[src/rtl/if_stage_if.sv]
// Bundle between the fetch stage, the instruction SRAM and the decode stage:
// SRAM request/response, fs->ds valid/allowin handshake and branch redirect.
interface if_stage_if;
    // instruction SRAM
    logic        inst_sram_en;
    logic [3:0]  inst_sram_we;
    logic [31:0] inst_sram_addr;
    logic [31:0] inst_sram_wdata;
    logic [31:0] inst_sram_rdata;

    // downstream handshake and redirect
    logic        ds_allowin;
    logic        br_taken;
    logic [31:0] br_target;
    logic        fs_to_ds_valid;
    logic [31:0] fs_pc;
    logic [31:0] fs_inst;
    logic        fs_excp_adef;

    modport master (
        output inst_sram_en,
        output inst_sram_we,
        output inst_sram_addr,
        output inst_sram_wdata,
        input  inst_sram_rdata,
        input  ds_allowin,
        input  br_taken,
        input  br_target,
        output fs_to_ds_valid,
        output fs_pc,
        output fs_inst,
        output fs_excp_adef
    );

    modport slave (
        input  inst_sram_en,
        input  inst_sram_we,
        input  inst_sram_addr,
        input  inst_sram_wdata,
        output inst_sram_rdata,
        output ds_allowin,
        output br_taken,
        output br_target,
        input  fs_to_ds_valid,
        input  fs_pc,
        input  fs_inst,
        input  fs_excp_adef
    );
endinterface

[src/rtl/if_stage.sv]
// LoongArch32 instruction-fetch stage: PC register, 1-cycle-latency SRAM fetch,
// 1-entry stall buffer and branch redirect. Optional macro IF_ADEF_CHECK_EN.
module if_stage #(
    parameter logic [31:0] RESET_PC = 32'h1c000000
) (
    input  logic       clk,
    input  logic       resetn,
    if_stage_if.master bus
);

    logic        fs_valid_reg;
    logic        buf_valid_reg;
    logic [31:0] inst_buf_reg;
    logic [31:0] fs_pc_reg;
    logic        fs_adef_reg;

    logic [31:0] seq_pc;
    logic [31:0] nextpc;
    logic        fs_allowin;
    logic        fs_stall;
    logic        nextpc_adef;

    assign seq_pc     = fs_pc_reg + 32'd4;
    assign nextpc     = bus.br_taken ? bus.br_target : seq_pc;
    assign fs_allowin = ~fs_valid_reg | bus.ds_allowin | bus.br_taken;
    assign fs_stall   = ~fs_allowin;

`ifdef IF_ADEF_CHECK_EN
    // A misaligned PC still occupies a pipeline slot so the fault reaches decode.
    assign nextpc_adef = |nextpc[1:0];
`else
    assign nextpc_adef = 1'b0;
`endif

    assign bus.inst_sram_en    = resetn & fs_allowin & ~nextpc_adef;
    assign bus.inst_sram_we    = 4'b0;
    assign bus.inst_sram_addr  = nextpc;
    assign bus.inst_sram_wdata = 32'b0;

    assign bus.fs_to_ds_valid = fs_valid_reg & ~bus.br_taken;
    assign bus.fs_pc          = fs_pc_reg;
    assign bus.fs_excp_adef   = fs_valid_reg & fs_adef_reg;

    always_comb begin
        bus.fs_inst = bus.inst_sram_rdata;
        if (fs_adef_reg) begin
            bus.fs_inst = 32'h0;
        end else if (buf_valid_reg) begin
            bus.fs_inst = inst_buf_reg;
        end
    end

    always_ff @(posedge clk or negedge resetn) begin
        if (!resetn) begin
            fs_valid_reg  <= 1'b0;
            buf_valid_reg <= 1'b0;
            inst_buf_reg  <= 32'h0;
            fs_pc_reg     <= RESET_PC - 32'd4;
            fs_adef_reg   <= 1'b0;
        end else if (fs_allowin) begin
            fs_pc_reg     <= nextpc;
            fs_valid_reg  <= 1'b1;
            buf_valid_reg <= 1'b0;
            fs_adef_reg   <= nextpc_adef;
        end else if (fs_stall && !buf_valid_reg) begin
            // SRAM output is only valid for one cycle; park it for the stall.
            inst_buf_reg  <= bus.inst_sram_rdata;
            buf_valid_reg <= 1'b1;
        end
    end

endmodule
[src/flat_wrapper.sv]
// flat-port wrapper written by rule: the top's interface ports become plain ports
module if_stage_flat 
#(
    parameter logic [31:0] RESET_PC = 32'h1c000000
)
  (clk, resetn, bus_inst_sram_en, bus_inst_sram_we, bus_inst_sram_addr, bus_inst_sram_wdata, bus_inst_sram_rdata, bus_ds_allowin, bus_br_taken, bus_br_target, bus_fs_to_ds_valid, bus_fs_pc, bus_fs_inst, bus_fs_excp_adef);
  if_stage_if bus_i ();
  input  logic clk;
  input  logic resetn;
  output wire logic [$bits(bus_i.inst_sram_en)-1:0] bus_inst_sram_en;
  output wire logic [$bits(bus_i.inst_sram_we)-1:0] bus_inst_sram_we;
  output wire logic [$bits(bus_i.inst_sram_addr)-1:0] bus_inst_sram_addr;
  output wire logic [$bits(bus_i.inst_sram_wdata)-1:0] bus_inst_sram_wdata;
  input wire logic [$bits(bus_i.inst_sram_rdata)-1:0] bus_inst_sram_rdata;
  input wire logic [$bits(bus_i.ds_allowin)-1:0] bus_ds_allowin;
  input wire logic [$bits(bus_i.br_taken)-1:0] bus_br_taken;
  input wire logic [$bits(bus_i.br_target)-1:0] bus_br_target;
  output wire logic [$bits(bus_i.fs_to_ds_valid)-1:0] bus_fs_to_ds_valid;
  output wire logic [$bits(bus_i.fs_pc)-1:0] bus_fs_pc;
  output wire logic [$bits(bus_i.fs_inst)-1:0] bus_fs_inst;
  output wire logic [$bits(bus_i.fs_excp_adef)-1:0] bus_fs_excp_adef;
  assign bus_inst_sram_en = bus_i.inst_sram_en;
  assign bus_inst_sram_we = bus_i.inst_sram_we;
  assign bus_inst_sram_addr = bus_i.inst_sram_addr;
  assign bus_inst_sram_wdata = bus_i.inst_sram_wdata;
  assign bus_i.inst_sram_rdata = bus_inst_sram_rdata;
  assign bus_i.ds_allowin = bus_ds_allowin;
  assign bus_i.br_taken = bus_br_taken;
  assign bus_i.br_target = bus_br_target;
  assign bus_fs_to_ds_valid = bus_i.fs_to_ds_valid;
  assign bus_fs_pc = bus_i.fs_pc;
  assign bus_fs_inst = bus_i.fs_inst;
  assign bus_fs_excp_adef = bus_i.fs_excp_adef;
  if_stage #(.RESET_PC(RESET_PC)) u_core (.clk(clk), .resetn(resetn), .bus(bus_i));
endmodule
[config.mk]
export PLATFORM = sky130hd
export DESIGN_NAME = if_stage_flat
export DESIGN_NICKNAME = d
export VERILOG_FILES = /design/src/rtl/if_stage_if.sv /design/src/rtl/if_stage.sv /design/src/flat_wrapper.sv
export SDC_FILE = /design/constraint.sdc
export NUM_CORES = 1
export LEC_CHECK = 0
export ABC_AREA = 1
export BUFFER_PORTS_ARGS = -buffer_cell sky130_fd_sc_hd__buf_2
export CAP_MARGIN = 20
export CORE_MARGIN = 2
export CORE_UTILIZATION = 30
export CTS_BUF_LIST = sky130_fd_sc_hd__clkbuf_16
export DETAILED_ROUTE_END_ITERATION = 7
export HOLD_SLACK_MARGIN = 0.03
export PLACE_DENSITY = 0.59
export SKIP_CTS_REPAIR_TIMING = 1
export SKIP_LAST_GASP = 1
export SYNTH_ARGS = -nofsm -noshare
export SYNTH_HDL_FRONTEND = slang
export SYNTH_SLANG_ARGS = --single-unit
export TNS_END_PERCENT = 30
[constraint.sdc]
create_clock -name clk -period 3.9 [get_ports clk]
set_clock_uncertainty 0.05 [all_clocks]
set_input_delay 0.195 -clock clk [delete_from_list [all_inputs] [get_ports clk]]
set_output_delay 0.195 -clock clk [all_outputs]
set_load 0.05 [all_outputs]
==> results list, run 1 <==
- STA classifies the critical path startpoint as a flop.
- Global routing used 16.4% of the available tracks.
* Number of top-level design ports: 203
* Maximum operating frequency: 374 MHz
- Number of detailed-route iterations in the first pass: 4
- Dividing total power by cell area gives a power density of 455 mW/mm^2.
* Final number of hold-violating endpoints: 0
* Power share of the clock group: 28.2%
- After global routing the overflow that remains totals 0.
- The run finished with clean final reports.
* Largest net degree at the start of global routing: 67
* Setup-violating endpoint count in the final report: 0
* Worst Hold Class: input port to flop
* Root buffer cell: sky130_fd_sc_hd__clkbuf_16
* Final clock period utilization by the worst path: 68.6%
- After floorplanning, the core was divided into 44 placement rows.
* Fin. max-slew vios: 0
- In this run, the combinational gates consume 35.8% of the power.
- The number of different library cells used by synthesis comes to 28.
- Post-detailed-route via-to-cell ratio: 4.38
- In the final layout, the share of cells above drive strength 1 is 28.8%.
* Initial DRC Count: 179
* Synthesis-to-layout area growth: 25.3%
* Antenna violations before repair: 0
- Worst reg-to-reg path cell count: 10
- The worst hold path passes through 3 cells.
* Number of buffers added on ports: 165
- Leaving out fill and tap cells, the most frequent cells in the layout are 246 x sky130_fd_sc_hd__nand2_1, 165 x sky130_fd_sc_hd__buf_2, 65 x sky130_fd_sc_hd__inv_1, 50 x sky130_fd_sc_hd__nor2_1, 47 x sky130_fd_sc_hd__nand3_1.
* Clk_lat worst skew: 330 ps
- Flops & latches, synth: 66
- Die outline height: 125 um
* Max capacitance violation total: 0
* Tmin final: 2670 ps
* Max VDD drop: 0.000185 V
* Clock tree from TritonCTS: done
* Wire length of the first global-routing pass: 20.7 mm
* Rel. slew slack: 42.4%
- Routed wire length per instance: 12.4 um
* Synthesized area divided by synthesized cell count: 6.68 sq um
- Post-Route Setup TNS: 0 ps
- For this configuration, the core starts out at a cell density of 30.5%.
- Gate count of the mapped netlist: 662
* Classification of the worst setup path: flop to output pin
- Setup repair after global routing left no endpoint under its margin.
- Most common cell after layout, fill and taps aside: sky130_fd_sc_hd__nand2_1
- H-tree levels: 3
* Relative contribution of sequential cells to total power: 36.0%
- Internal portion of total power: 1.44 mW
- 0 antenna diodes ended up in the layout.
- Maximum count of clock buffers along a single path: 2
- Leakage power of the design: 2.93 nW
- The worst setup path is captured at an output pin.
* Fraction of power spent switching nets: 42.9%
* Width of the die: 125 um
- Total Wirelength: 12.5 mm
* Sequential area share after synthesis: 38.1%
- Area of the placeable core: 0.0145 sq mm
- At the pin with the least slew margin, the transition time is 864 ps.
- For this run, the share of the core covered by cells in the final layout is 38.2%.
- In this run the worst path has a maximum fanout of 5.
* Remaining antenna violation count after routing: 0
- For this block, the via count after detailed routing is 4406.
- The die covers 0.0157 sq mm.
* Final #Nets: 887
* Clock buffers created by TritonCTS: 9
* # DRC: 0
- Clock tree synthesis found a total of 66 sinks.
* Clock Pin Slew Worst Setup and Hold Paths: 60 ps
- For this design the total switching power over the nets is 1.08 mW.
- Final RePlAce weighted congestion: 0.849
- The cell area that synthesis handed to floorplanning was 0.00442 sq mm.
- CP Data Required Time: 3650 ps
* Vias in the first global route: 4131
- Once detailed placement completed, the half-perimeter wirelength came to 9.27 mm.
- For the worst setup path, the data arrival time is 2430 ps.
- Synth warnings: 0
-- cell usage after synthesis --
cell type,number,area [sq um]
sky130_fd_sc_hd__nand2_1,246,923
sky130_fd_sc_hd__inv_1,63,236
sky130_fd_sc_hd__nor2_1,50,188
sky130_fd_sc_hd__nand3_1,47,235
sky130_fd_sc_hd__o21ai_0,46,230
sky130_fd_sc_hd__dfrtp_1,40,1000
sky130_fd_sc_hd__buf_4,39,293
sky130_fd_sc_hd__dfstp_2,26,683
sky130_fd_sc_hd__o21ai_1,23,115
sky130_fd_sc_hd__clkbuf_1,19,71.3
sky130_fd_sc_hd__and2_1,11,68.8
sky130_fd_sc_hd__o21ai_2,10,87.6
sky130_fd_sc_hd__or2_2,10,62.6
sky130_fd_sc_hd__a31oi_1,4,25.0
sky130_fd_sc_hd__o21bai_1,4,30.0
sky130_fd_sc_hd__a21oi_1,3,15.0
sky130_fd_sc_hd__buf_6,3,33.8
sky130_fd_sc_hd__o211ai_1,3,22.5
sky130_fd_sc_hd__o21a_1,3,22.5
sky130_fd_sc_hd__buf_2,2,10.0
sky130_fd_sc_hd__conb_1,2,7.51
sky130_fd_sc_hd__nor2_2,2,12.5
sky130_fd_sc_hd__buf_1,1,3.75
sky130_fd_sc_hd__ha_1,1,12.5
sky130_fd_sc_hd__inv_2,1,3.75
sky130_fd_sc_hd__nor3_2,1,10.0
sky130_fd_sc_hd__or2_1,1,6.26
sky130_fd_sc_hd__xor2_1,1,8.76
-- worst max-delay path: stages (launching register included) --
cell and delay, ps:
sky130_fd_sc_hd__dfstp_2 570, sky130_fd_sc_hd__ha_1 200, sky130_fd_sc_hd__nand3_1 110, sky130_fd_sc_hd__nor2_2 310
sky130_fd_sc_hd__nand2_1 140, sky130_fd_sc_hd__inv_1 160, sky130_fd_sc_hd__nand3_1 100, sky130_fd_sc_hd__nand3_1 110
sky130_fd_sc_hd__and2_1 130, sky130_fd_sc_hd__buf_2 250
-- final cells by class --
cell class / count / area (sq um)
fillers: 1601 / 8940
multi-input cells: 504 / 2220
flip-flops and latches: 66 / 1690
repair buffers: 173 / 906
inverters: 64 / 240
well taps: 184 / 230
clock buffers: 9 / 225
clock inverters: 7 / 30.0
-- metrics by stage --
step           total power [mW]  instance area, sq um  worst slack, ps  hold slack, ps  cells
6_report                   2.52                  5540             1230            30.0   1007
5_1_grt                    2.67                  5540             1030            62.8   1007
4_1_cts                    2.55                  5510             1170            17.4   1006
3_5_place_dp               1.82                  5250             1530             373    990
3_3_place_gp               1.81                  5250             1530             370    990
2_1_floorplan              1.63                  4550             1030            -151    698
-- power by group through the flow --
stage / logic [mW] / registers, mW / clock network (mW)
2_1_floorplan: 0.587 / 1.04 / 0
6_report: 0.900 / 0.907 / 0.710
4_1_cts: 0.905 / 0.907 / 0.742
3_3_place_gp: 0.898 / 0.916 / 0
5_1_grt: 0.975 / 0.924 / 0.773
3_5_place_dp: 0.902 / 0.917 / 0
-- layer usage --
layer  up-vias  track usage [%]  wire length (um)
met5         -                0                 0
met4         0             5.29               172
met3        12             3.85               877
met2       173             26.4              5690
met1      1907             21.7              5780
li1       2314                -                 -
-- final timing paths --
check                                               startpoint                                   to  slack, ps
min in group asynchronous                               resetn     u_core.bus.fs_pc[26]$_DFFE_PN0P_        100
setup reg to reg               u_core.bus.fs_pc[2]$_DFFE_PN1P_     u_core.bus.fs_pc[26]$_DFFE_PN0P_       1900
setup / recovery               u_core.bus.fs_pc[2]$_DFFE_PN1P_               bus_inst_sram_addr[28]       1230
hold reg to reg            u_core.inst_buf_reg[27]$_DFFE_PN0P_  u_core.inst_buf_reg[27]$_DFFE_PN0P_        430
max in group asynchronous                               resetn     u_core.buf_valid_reg$_DFFE_PN0P_       3110
hold / removal                                bus_br_target[0]      u_core.bus.fs_pc[0]$_DFFE_PN0P_         30
-- kinds of logic (layout without fill, tap and decap cells) --
logic type	count (synthesis)	after routing	share of synthesized area, %
xor gates and xnor gates	1	1	0.198
buffers and inverters	128	253	14.8
other	2	38	0.170
AOI/OAI and AO/OA	96	96	12.4
and+or+nand+nor	368	368	34.1
adders and majority gates	1	1	0.283
DFF	66	66	38.1
Power figures use the tool's default switching activity.
==> run 2, diff against run 1 <==
Clock period 3.9 ns to 2.6 ns, I/O delays scaled along.
==> run 2 against run 1 <==
Compared with the run above:
- global-route usage fell by 0.48 points
- sequential power is 50% higher
- sequential share of layout area decreased by 1.3 points
- worst setup slack got worse by 1100 ps
- die area is the same
- register-to-register slack got worse by 1100 ps
- combinational power rose by 53%
- clock power is 51% higher
- cell count increased by 2.1%
- critical path type unchanged
==> results list, run 2 (synthesized netlist as in run 1, its figures left out) <==
* Run status: finished, final reports clean
- Max capacitance violation total: 0
- CP most frequent cell: sky130_fd_sc_hd__nand2_1
- The detail route stage leaves a number of antenna-violating nets equal to 0.
- The detailed router finished its first iteration with 208 violations.
- The worst setup path is launched from a flop.
- The sequential cells in the finished layout cover a total of 0.00169 sq mm.
* Vias in the first global route: 4066
* CP Data Required Time: 2420 ps
* Final number of hold-violating endpoints: 0
- Synthesis-to-layout area growth: 30.8%
- Leaving out filler cells and counting taps, the final layout contains 1028.
- For this run, design rule violations remaining after detail routing come to 0.
* Post-DP HPWL: 9.01 mm
- Fraction of power spent switching nets: 42.7%
* Share of power burned in combinational logic: 36.2%
- Placed instance count: 990
- Total area of multi-input combinational cells: 0.00224 sq mm
- Measured along the y axis, the die boundary spans 125 um.
- The floorplan step defined a core boundary enclosing 0.0145 sq mm.
- Input and output buffers added on the ports amount to 165.
- Critical path buffer and inverter count: 2
* Total power divided by cell area: 659 mW/mm^2
- Clock tree synthesis inserted a total of 9 buffers.
- In this run the worst setup path begins at u_core.bus.fs_pc[3]$_DFFE_PN1P_.
* Power share of the clock group: 28.0%
- After detailed routing, the total wire length is 12.6 mm.
- The clock passes through at most 2 buffers.
* Signal arrival time at the worst endpoint: 2260 ps
- Clk_lat worst skew: 330 ps
- Root buffer cell: sky130_fd_sc_hd__clkbuf_16
- Final hold analysis gives a worst-case slack of 10.7 ps.
* Internal portion of total power: 2.18 mW
* Number of detailed-route iterations in the first pass: 5
- Setup slack closes at 157 ps.
* Cell-by-cell listing of the critical path: ha_1, nand3_1, nor2_4, nand2_1, inv_1, nand2_1, nand2_1, nand3_1, and2_1, clkbuf_4
- TritonCTS sink count: 66
* Relative contribution of sequential cells to total power: 35.7%
- Final #Nets: 908
- The first global-routing pass estimated 20.1 mm of wire.
- Largest fanout of any net on the critical path: 5
- Grouping stages by cell kind, the critical path spends the most delay in simple AND/OR/NAND/NOR gates.
* Clock tree from TritonCTS: done
* Setup-violating endpoint count in the final report: 0
* Number of placement rows: 44
- Antenna fix cells: 0
- The post-route netlist has 28.6% of its cells at a drive strength greater than 1.
- Entering global routing, the biggest net connects 67 pins.
- The number of slew-limit violations in the final report is 0.
- The library cell used most frequently in the layout, excluding fill and tap cells, is sky130_fd_sc_hd__nand2_1.
* Maximum operating frequency: 409 MHz
- Most used cells in the layout excluding fill and tap cells: 245 x sky130_fd_sc_hd__nand2_1, 161 x sky130_fd_sc_hd__buf_2, 65 x sky130_fd_sc_hd__inv_1, 47 x sky130_fd_sc_hd__nand3_1, 46 x sky130_fd_sc_hd__nor2_1
* Worst setup EP type: output pin
- The total overflow left after global routing is 0.
- The die is 125 um wide.
- Slew at the pin with the worst max-slew slack: 873 ps
- For this configuration, the core starts out at a cell density of 30.5%.
- Max VDD drop: 0.000354 V
- Final clock period utilization by the worst path: 94.0%
- H-tree levels: 3
- Headroom to the max-slew limit came out at 41.8%.
* Filler Cells Inserted: 1536
- Vias: 4497
* Setup repair after global routing missed its margin: yes
- Overall die area: 0.0157 sq mm
* Post-detailed-route via-to-cell ratio: 4.37
- Cells fill 39.9% of the core in the end.
- Worst Hold Class: input port to flop
- Worst Min Path Start: bus_inst_sram_rdata[13]
- Routed wire length per instance: 12.3 um
* Classification of the worst setup path: flop to output pin
* Leakage power of the design: 3.02 nW
- 203 I/O pins were placed.
* Final RePlAce weighted congestion: 0.861
- For the finished layout, the period the worst path requires is 2440 ps.
- The design draws 3.81 mW.
* Slowest-stage cell, CP: sky130_fd_sc_hd__dfstp_2
- The analysis attributes to net switching a power of 1.63 mW.
- The startpoint identified for the worst register-to-register timing path is u_core.bus.fs_pc[3]$_DFFE_PN1P_.
* Antenna violations before repair: 0
- Before CTS, the worst setup slack after placement is 429 ps.
- Clock-pin slew was measured on the worst setup and hold paths at 60 ps.
- Total global-route track usage: 15.9%
- Largest stage delay on the critical path: 560 ps
## run 2: cell count changes in the layout (fill, tap and decap cells not counted), sizes merged
cell         previous run  this run
dlygate4sd3             0        22
buf                   173       168
clkbuf                  9        13
## run 2: per-stage QoR
stage / instance area, sq um / setup TNS [ps]
2_1_floorplan: 4550 / -265
3_3_place_gp: 5280 / 0
3_5_place_dp: 5280 / 0
4_1_cts: 5530 / 0
5_1_grt: 5780 / -104
6_report: 5780 / 0
## run 2: worst paths after layout
path	endpoint	slack, ps	cells past startpoint
worst max register to register	u_core.bus.fs_pc[26]$_DFFE_PN0P_	760	10
worst min-delay path	u_core.inst_buf_reg[13]$_DFFE_PN0P_	10	3
worst max-delay path	bus_inst_sram_addr[28]	160	10
min in group asynchronous	u_core.bus.fs_pc[0]$_DFFE_PN0P_	470	3
max in group asynchronous	u_core.buf_valid_reg$_DFFE_PN0P_	1380	3
worst min register to register	u_core.inst_buf_reg[30]$_DFFE_PN0P_	430	2
## run 2: routing by layer
metal	global-route usage (%)	up-vias	wire (um)
met3	3.68	19	954
met1	21.2	1947	5890
met4	6.93	0	293
li1	-	2356	-
met2	24.6	175	5500
met5	0	-	0
## run 2: power by group through the flow
stage	clock network [mW]	logic, mW	registers [mW]
finish	1.07	1.38	1.36
global route	1.15	1.49	1.39
CTS	1.11	1.36	1.36
detailed placement	0	1.36	1.38
global placement	0	1.35	1.37
floorplan	0	0.881	1.56
## run 2: worst min-delay path, cell delays in order
cell and delay [ps]:
sky130_fd_sc_hd__buf_2 100, sky130_fd_sc_hd__inv_1 60, sky130_fd_sc_hd__o21ai_1 70
## run 2: layout make-up
type / count / area share [%]
Tap cell: 184 / 3.98
Timing Repair Buffer: 194 / 19.6
Sequential cell: 66 / 29.2
Clock inverter: 7 / 0.519
Multi-Input combinational cell: 504 / 38.7
Inverter: 64 / 4.16
Clock buffer: 9 / 3.90
==> run 3, diff against run 2 <==
Settings changed: BUFFER_PORTS_ARGS -buffer_cell sky130_fd_sc_hd__buf_2 to -buffer_cell sky130_fd_sc_hd__clkbuf_2.
==> run 3 against run 2 <==
Compared with the run above:
- the run now ends with hold timing left
- via count grew 0.49%
- power grew 3.3%
- combinational power is essentially flat
- utilization grew 1.3 points
- highest routed layer unchanged
==> results list, run 3 (synthesized netlist as in run 1, its figures left out) <==
- Overall die area: 0.0157 sq mm
- Measured against its own limit, the worst slew margin works out to 66.2%.
- Across all hold checks on the routed design, the worst slack comes to -5.46 ps.
- Delay-heaviest family, CP: simple AND/OR/NAND/NOR gates
- In the final routed layout, each cell accounts on average for 12.3 um.
- Root buffer cell: sky130_fd_sc_hd__clkbuf_16
- Counting I/O delays and the setup requirement, the final critical path takes 2500 ps.
* Standard cell area after detailed placement: 0.00529 sq mm
* Run status: finished, violations left
- Total grt overflow: 0
* Total global-route track usage: 16.0%
* Max capacitance violation total: 0
- The core region is 0.0145 sq mm.
- Width of the die: 125 um
- The via count of the first global-routing pass is 4016.
- TritonCTS built the clock tree.
- Number of cells in the finished layout apart from fillers: 1046
- Setup repair after global routing missed its margin: yes
- Total power divided by cell area: 660 mW/mm^2
* Vias: 4519
- Total power for the finished layout comes to 3.94 mW.
* Initial DRC Count: 204
- Largest stage delay on the critical path: 590 ps
- Of the cells placed in the final design, the portion with a size suffix greater than 1 is 28.0%.
* Number of top-level design ports: 203
- The filler cells instantiated in the layout total 1520.
* TritonCTS sink count: 66
* Setup-violating endpoint count in the final report: 0
* Area of all placed cells without fillers: 0.00597 sq mm
- In the routed design, unresolved DRC markers number 0.
* Most used cells in the layout excluding fill and tap cells: 245 x sky130_fd_sc_hd__nand2_1, 163 x sky130_fd_sc_hd__clkbuf_2, 66 x sky130_fd_sc_hd__inv_1, 47 x sky130_fd_sc_hd__nor2_1, 47 x sky130_fd_sc_hd__nand3_1
- Most common cell after layout, fill and taps aside: sky130_fd_sc_hd__nand2_1
- Final RePlAce weighted congestion: 0.841
- Clk_lat worst skew: 340 ps
* Antenna violations before repair: 0
- For this block, the routed nets add up to 12.9 mm of wire.
* Post-Route Setup TNS: 0 ps
* Maximum count of clock buffers along a single path: 2
* Leakage power of the design: 3.14 nW
* Slew at the pin with the worst max-slew slack: 508 ps
* Final #Nets: 926
* Fin. max-slew vios: 0
- Clock-pin slew was measured on the worst setup and hold paths at 60 ps.
* Setup slack of the critical path after layout: 95.6 ps
- Critical path buffer and inverter count: 1
* Classification of the worst setup path: flop to output pin
- Largest net degree at the start of global routing: 65
- Along the worst path, the maximum fanout reaches 7.
- Die outline height: 125 um
* Initial Utilization: 30.5%
- Number of placement rows: 44
- Clock buffers created by TritonCTS: 9
- The clock tree synthesis step divided the H-tree into 3 levels.
- Number of buffers added on ports: 165
- Wire length of the first global-routing pass: 20.2 mm
- Worst Hold Class: input port to flop
- Cell-by-cell listing of the critical path: nand2_1, nor2_1, nand2_1, nor2_2, nand3_1, nand3_1, and2_1, clkbuf_2
- In the routed layout, each cell is associated on average with a via count of 4.32.
* Startpoint types: flop
- The first detailed-routing pass ran for 5 iterations.
- For the worst setup path, the data arrival time is 2320 ps.
- Synthesis-to-layout area growth: 35.0%
* Post-placement setup slack: 405 ps
- In the finished design, the share of the clock period the worst path needs comes to 96.3%.
- Final number of hold-violating endpoints: 1
- For this design, the slowest cell found on the critical path is sky130_fd_sc_hd__dfstp_2.
* Post-DP HPWL: 9.32 mm
- IR analysis of the VDD net gives a maximum drop of 0.000276 V.
* Maximum operating frequency: 399 MHz
* Violations in the final reports: hold timing
* CP Data Required Time: 2420 ps
* Remaining antenna violation count after routing: 0
- Placed instance count: 992
- Worst setup EP type: output pin
* Antenna fix cells: 0
* Final core utilization: 41.2%
[run 3: cell types whose count changed in the layout (fill, tap and decap cells not counted), moves of 2 or more]
cell	previous run	this run
sky130_fd_sc_hd__clkbuf_4	4	0
sky130_fd_sc_hd__buf_2	161	2
sky130_fd_sc_hd__clkinv_2	3	1
sky130_fd_sc_hd__dlygate4sd3_1	22	38
sky130_fd_sc_hd__buf_4	5	7
sky130_fd_sc_hd__clkbuf_2	0	163
[run 3: area by class of cell]
type / count / area (sq um) / area share [%]
multi-input combinational: 504 / 2230 / 37.4
clock buffer: 9 / 225 / 3.77
sequential: 66 / 1690 / 28.2
inverter: 64 / 240 / 4.03
tap: 184 / 230 / 3.86
clock inverter: 7 / 53.8 / 0.902
timing repair buffer: 212 / 1300 / 21.8
[run 3: path summary, 6_finish.rpt]
check | start | endpoint | slack [ps] | cells after the start
max | u_core.bus.fs_pc[4]$_DFFE_PN1P_ | bus_inst_sram_addr[21] | 100 | 8
min | bus_inst_sram_rdata[1] | u_core.inst_buf_reg[1]$_DFFE_PN0P_ | -5 | 3
max reg2reg | u_core.bus.fs_pc[4]$_DFFE_PN1P_ | u_core.bus.fs_pc[17]$_DFFE_PN1P_ | 720 | 9
min reg2reg | u_core.inst_buf_reg[24]$_DFFE_PN0P_ | u_core.inst_buf_reg[24]$_DFFE_PN0P_ | 430 | 2
max in group asynchronous | resetn | u_core.bus.fs_pc[25]$_DFFE_PN1P_ | 1810 | 3
min in group asynchronous | resetn | u_core.bus.fs_pc[0]$_DFFE_PN0P_ | 330 | 3
[run 3: per-layer routing]
layer  up-vias  GRT usage, %  share of wire, %
met3        14          4.07               6.3
li1       2388             -                 -
met5         -             0                 0
met2       153          25.2                46
met4         0          6.08               1.6
met1      1964          21.2                46
[run 3: worst min-delay path: stages]
cell and delay [ps]:
sky130_fd_sc_hd__clkbuf_2 80, sky130_fd_sc_hd__inv_1 60, sky130_fd_sc_hd__o21ai_1 60
[run 3: power breakdown]
part	switching, mW	total, mW	internal [mW]
combinational	1.05	1.40	0.345
sequential	0.146	1.37	1.22
clock	0.446	1.17	0.723
